### config.mk
export PLATFORM = sky130hd
export DESIGN_NAME = fifo_threshold
export DESIGN_NICKNAME = d
export VERILOG_FILES = /design/src/rtl/fifo_threshold.sv
export SDC_FILE = /design/constraint.sdc
export NUM_CORES = 1
export LEC_CHECK = 0
export BUFFER_PORTS_ARGS = -buffer_cell sky130_fd_sc_hd__buf_2
export CAP_MARGIN = 10
export CORE_AREA = 2 2 92 94
export CTS_CLUSTER_SIZE = 30
export DETAILED_ROUTE_END_ITERATION = 7
export DIE_AREA = 0 0 94 96
export PLACE_DENSITY_LB_ADDON = 0.3
export SETUP_SLACK_MARGIN = 0.02
export SLEW_MARGIN = 20
export SYNTH_ARGS = -nofsm -noshare
export SYNTH_HDL_FRONTEND = slang
export SYNTH_SLANG_ARGS = --single-unit
### constraint.sdc
create_clock -name clk -period 7.32 [get_ports clk]
set_clock_uncertainty 0.1 [all_clocks]
set_input_delay 0.366 -clock clk [delete_from_list [all_inputs] [get_ports clk]]
set_output_delay 0.366 -clock clk [all_outputs]
set_load 0.05 [all_outputs]
### src/rtl/fifo_threshold.sv
// fifo_threshold: DEPTH-entry synchronous FIFO with live almost-full/almost-empty
// thresholds, gated by a one-hot controller state.
//
// Ports:
//   clk            - single clock, all state changes on the rising edge
//   reset_L        - asynchronous active-low reset
//   state          - one-hot controller state (RESET=0001, INIT=0010, IDLE=0100, ACTIVE=1000)
//   sup_Threshold  - almost-full threshold (0 disables almost_full)
//   inf_Threshold  - almost-empty threshold
//   push, data_in  - write request and data
//   pop            - read request
//   data_out       - registered read data, valid one cycle after an accepted pop
//   valid_out      - data_out qualifier, high only for the cycle after an accepted pop
//   count          - occupancy 0..DEPTH
//   empty, full, almost_full, almost_empty - combinational flags from registered count
//   error          - sticky overflow/underflow flag
module fifo_threshold #(
  parameter int unsigned WIDTH = 10,
  parameter int unsigned DEPTH = 8,
  localparam int unsigned PtrW = $clog2(DEPTH),
  localparam int unsigned CntW = $clog2(DEPTH + 1)
) (
  input  logic             clk,
  input  logic             reset_L,
  input  logic [3:0]       state,
  input  logic [PtrW-1:0]  sup_Threshold,
  input  logic [PtrW-1:0]  inf_Threshold,
  input  logic             push,
  input  logic [WIDTH-1:0] data_in,
  input  logic             pop,
  output logic [WIDTH-1:0] data_out,
  output logic             valid_out,
  output logic [CntW-1:0]  count,
  output logic             empty,
  output logic             full,
  output logic             almost_full,
  output logic             almost_empty,
  output logic             error
);

  localparam logic [3:0] StReset  = 4'b0001;
  localparam logic [3:0] StInit   = 4'b0010;
  localparam logic [3:0] StIdle   = 4'b0100;
  localparam logic [3:0] StActive = 4'b1000;

  logic [WIDTH-1:0] mem [DEPTH];
  logic [PtrW-1:0]  wr_ptr_q, rd_ptr_q;
  logic [PtrW-1:0]  wr_ptr_nxt, rd_ptr_nxt;
  logic [CntW-1:0]  count_q;
  logic             operating, flushing;
  logic             pop_ok, push_ok, err_set;

  // Any non-one-hot state value is neither operating nor flushing: everything holds.
  assign operating = (state == StIdle) || (state == StActive);
  assign flushing  = (state == StReset) || (state == StInit);

  assign empty        = (count_q == '0);
  assign full         = (count_q == CntW'(DEPTH));
  assign almost_full  = (sup_Threshold != '0) && (count_q >= CntW'(sup_Threshold));
  assign almost_empty = (count_q <= CntW'(inf_Threshold));
  assign count        = count_q;

  assign pop_ok  = operating && pop && !empty;
  // A pop in the same cycle frees a slot, so a push at full is still accepted.
  assign push_ok = operating && push && (!full || pop_ok);
  assign err_set = operating && ((push && full && !pop_ok) || (pop && empty));

  assign wr_ptr_nxt = (wr_ptr_q == PtrW'(DEPTH - 1)) ? '0 : wr_ptr_q + 1'b1;
  assign rd_ptr_nxt = (rd_ptr_q == PtrW'(DEPTH - 1)) ? '0 : rd_ptr_q + 1'b1;

  // Storage is not reset; flushing only clears pointers and count.
  always_ff @(posedge clk) begin
    if (push_ok) begin
      mem[wr_ptr_q] <= data_in;
    end
  end

  always_ff @(posedge clk or negedge reset_L) begin
    if (!reset_L) begin
      wr_ptr_q  <= '0;
      rd_ptr_q  <= '0;
      count_q   <= '0;
      data_out  <= '0;
      valid_out <= 1'b0;
      error     <= 1'b0;
    end else if (flushing) begin
      wr_ptr_q  <= '0;
      rd_ptr_q  <= '0;
      count_q   <= '0;
      data_out  <= '0;
      valid_out <= 1'b0;
      error     <= 1'b0;
    end else begin
      valid_out <= pop_ok;
      if (pop_ok) begin
        data_out <= mem[rd_ptr_q];
        rd_ptr_q <= rd_ptr_nxt;
      end
      if (push_ok) begin
        wr_ptr_q <= wr_ptr_nxt;
      end
      if (push_ok && !pop_ok) begin
        count_q <= count_q + 1'b1;
      end else if (pop_ok && !push_ok) begin
        count_q <= count_q - 1'b1;
      end
      if (err_set) begin
        error <= 1'b1;
      end
    end
  end

endmodule
==> reports/metrics.cfg <==
[sta]
finalSetupViolCount = 0
post-route-worst-setup-slack_ns = 3.97
hold_viol = 0
fin_setup_tns_ns = 0
timing.final.crit_share_pct = 45.7
worstMarginPinSlew_ns = 0.972
timing.hold.ws_ns = 0.167
slew_headroom_pct = 34.9
rsz0062_at_grt = false
fmax_mhz = 299
fin_crit_ns = 3.35
finalMaxSlewViolations = 0

[worst_setup_path]
startpoint = count[1]$_DFFE_PN0P_
endpoint_kind = flop
path_class = flop to flop
worstPathArrival_ns = 3.54
r2r-start = count[1]$_DFFE_PN0P_
start_kind = flop
cp_max_fo = 11
required_ns = 7.51

[placed_design]
dp.final_hpwl_um = 4970
post_dp_cell_area_um2 = 4680
gp_congestion = 0.847
port_buffers = 43
dp_slack_ns = 3.98

[synthesis]
ys_warn_count = 0
syn_avg_cell_area_um2 = 16.6
synth_top_area_share_pct = 55.8
syn_nets = 297
synth-main-ff-cell = edfxtp_1
ys_top_cells_by_area = edfxtp_1 (56%), dfrtp_1 (13%), mux4_2 (10%)
synth_top_cell_by_area = edfxtp_1
ys_seq_area_share_pct = 68.6
synth_cell_types = 35
synth_edf_count = 80
synth.cell_area_um2 = 4300
yosys_register_bits = 102
async_reset_ff_share_pct = 21.6
syn_inst = 260

[clocking]
numCtsBuffers = 9
cts.clk_slew.worst_paths_ns = 0.10
cts_tree = built
postCtsSetupRepairBufs = 0
ctsHoldBuffers = 1
clock-sinks = 102
htree_levels = 3
clk_path_buf_depth = 2
postCtsResizedCells = 0
clk_latency_ns = 0.36
root_buffer = clkbuf_8

[die]
dieWidth_um = 94
start_util_pct = 53.5
ios = 44
core_um2 = 8050
die_h_um = 96
die_area_um2 = 9020
rows = 33

[grt]
overflow = 0
grt_pass1_vias = 2304
grt_usage_pct = 18.3
grt_max_degree = 28
antenna_found_initial = 0
grt_pass1_wl_um = 12100

[detailed_routing]
via_count = 2340
wirelength_um = 7420
drt_drc_violations_left = 0
drt-initial-drc-count = 117
wl_per_cell_um = 17.7
avgViaCountPerCell = 5.57
dr.pass1.iters = 4
antenna_left = 0

[power]
ir_worst_vdd_mv = 0.167
p_leak_nw = 1.82
powerDensity_nw_per_um2 = 320

[final_layout]
fin_area_um2 = 4860
drive_gt1_share_pct = 28.9
finalNetCount = 347
final_util_pct = 60.4
diodes = 0
synthToLayoutAreaGrowth_pct = 12.9

[run]
cap_violations = 0

[status]
status = complete, no violations

[hold_path]
hp-start = data_in[5]
holdCritPathClass = input pin to flop

-- cells by family after synthesis --
family / share of synthesized area, %
adder cells (fa/ha/maj): 3.95
AO/OA/AOI/OAI: 4.71
buffers and inverters: 2.30
AND/OR/NAND/NOR: 6.57
multiplexers: 13.3
flip-flops: 68.6
XOR/XNOR: 0.611
-- metrics by stage --
step | instances | power [mW]
2_1_floorplan | 260 | 1.14
3_3_place_gp | 403 | 1.25
3_5_place_dp | 403 | 1.26
4_1_cts | 420 | 1.58
5_1_grt | 420 | 1.64
6_report | 420 | 1.56
-- Yosys cell counts (2+ instances only) --
| cell type | instances |
|---|---|
| ha_1 | 12 |
| buf_2 | 6 |
| inv_1 | 12 |
| nand3_1 | 16 |
| o21ai_0 | 14 |
| nand2_1 | 9 |
| a21o_1 | 2 |
| nand2b_1 | 2 |
| nor4b_1 | 3 |
| mux2i_1 | 12 |
| nor3_1 | 5 |
| edfxtp_1 | 80 |
| dfrtp_1 | 22 |
| nor2_1 | 9 |
| mux4_2 | 20 |
| or3_1 | 2 |
| a21oi_1 | 8 |
| clkbuf_1 | 5 |
| nor3b_1 | 4 |
| xor2_1 | 2 |
-- power by group --
group | internal (mW) | total [mW] | switching [mW]
clock network | 0.128 | 0.316 | 0.188
registers | 0.664 | 0.717 | 0.0526
logic | 0.186 | 0.524 | 0.338
total | 0.978 | 1.56 | 0.578
-- layout make-up --
| cell class | count | area [um^2] |
|---|---|---|
| Clock buffer | 11 | 131 |
| Clock inverter | 5 | 40.0 |
| Tap cell | 105 | 131 |
| Sequential cell | 102 | 2950 |
| Timing Repair Buffer | 51 | 278 |
| Fill cell | 613 | 3190 |
| Multi-Input combinational cell | 134 | 1280 |
| Inverter | 12 | 45.0 |
-- worst max-delay path: stages (launching register included) --
cell	delay (ns)
dfrtp_1	0.46
or3_1	0.52
o211ai_1	0.83
and2b_4	0.30
inv_1	0.07
ha_1	0.22
a21o_1	0.15
a21oi_1	0.18
mux2i_1	0.24
mux2i_1	0.19
-- final timing paths --
| path | end | slack (ns) | cells past startpoint |
|---|---|---|---|
| min in group asynchronous | count[2]$_DFFE_PN0P_ | 0.40 | 2 |
| min reg2reg | data_out[2]$_DFFE_PN0P_ | 0.40 | 2 |
| min | mem[3][5]$_DFFE_PP_ | 0.17 | 1 |
| max reg2reg | count[3]$_DFFE_PN0P_ | 3.97 | 9 |
| max in group asynchronous | wr_ptr_q[2]$_DFFE_PN0P_ | 6.37 | 2 |
| max | count[3]$_DFFE_PN0P_ | 3.97 | 9 |
-- cells in the final DEF, fill, tap and decap left out, types with 9 or more instances in the layout --
master,count
buf_2,43
clkbuf_8,9
dfrtp_1,22
edfxtp_1,80
ha_1,12
inv_1,12
mux2i_1,12
mux4_2,20
nand2_1,9
nand3_1,16
o21ai_0,14
-- registers in the layout, summed over array words and instances (netlist names) --
register / flops
wr_ptr_q: 3
rd_ptr_q: 3
data_out: 10
mem: 80
valid_out: 1
error: 1
count: 4
-- routing by layer --
layer  up-vias  track usage (%)  share of wire (%)
met2        68             31.3                 51
met1      1159             23.8                 42
li1       1107                -                  -
met3         6             4.93                6.0
met4         0             4.35               0.92
met5         -                0                  0
Note: power is estimated with default switching activity, not from simulation.
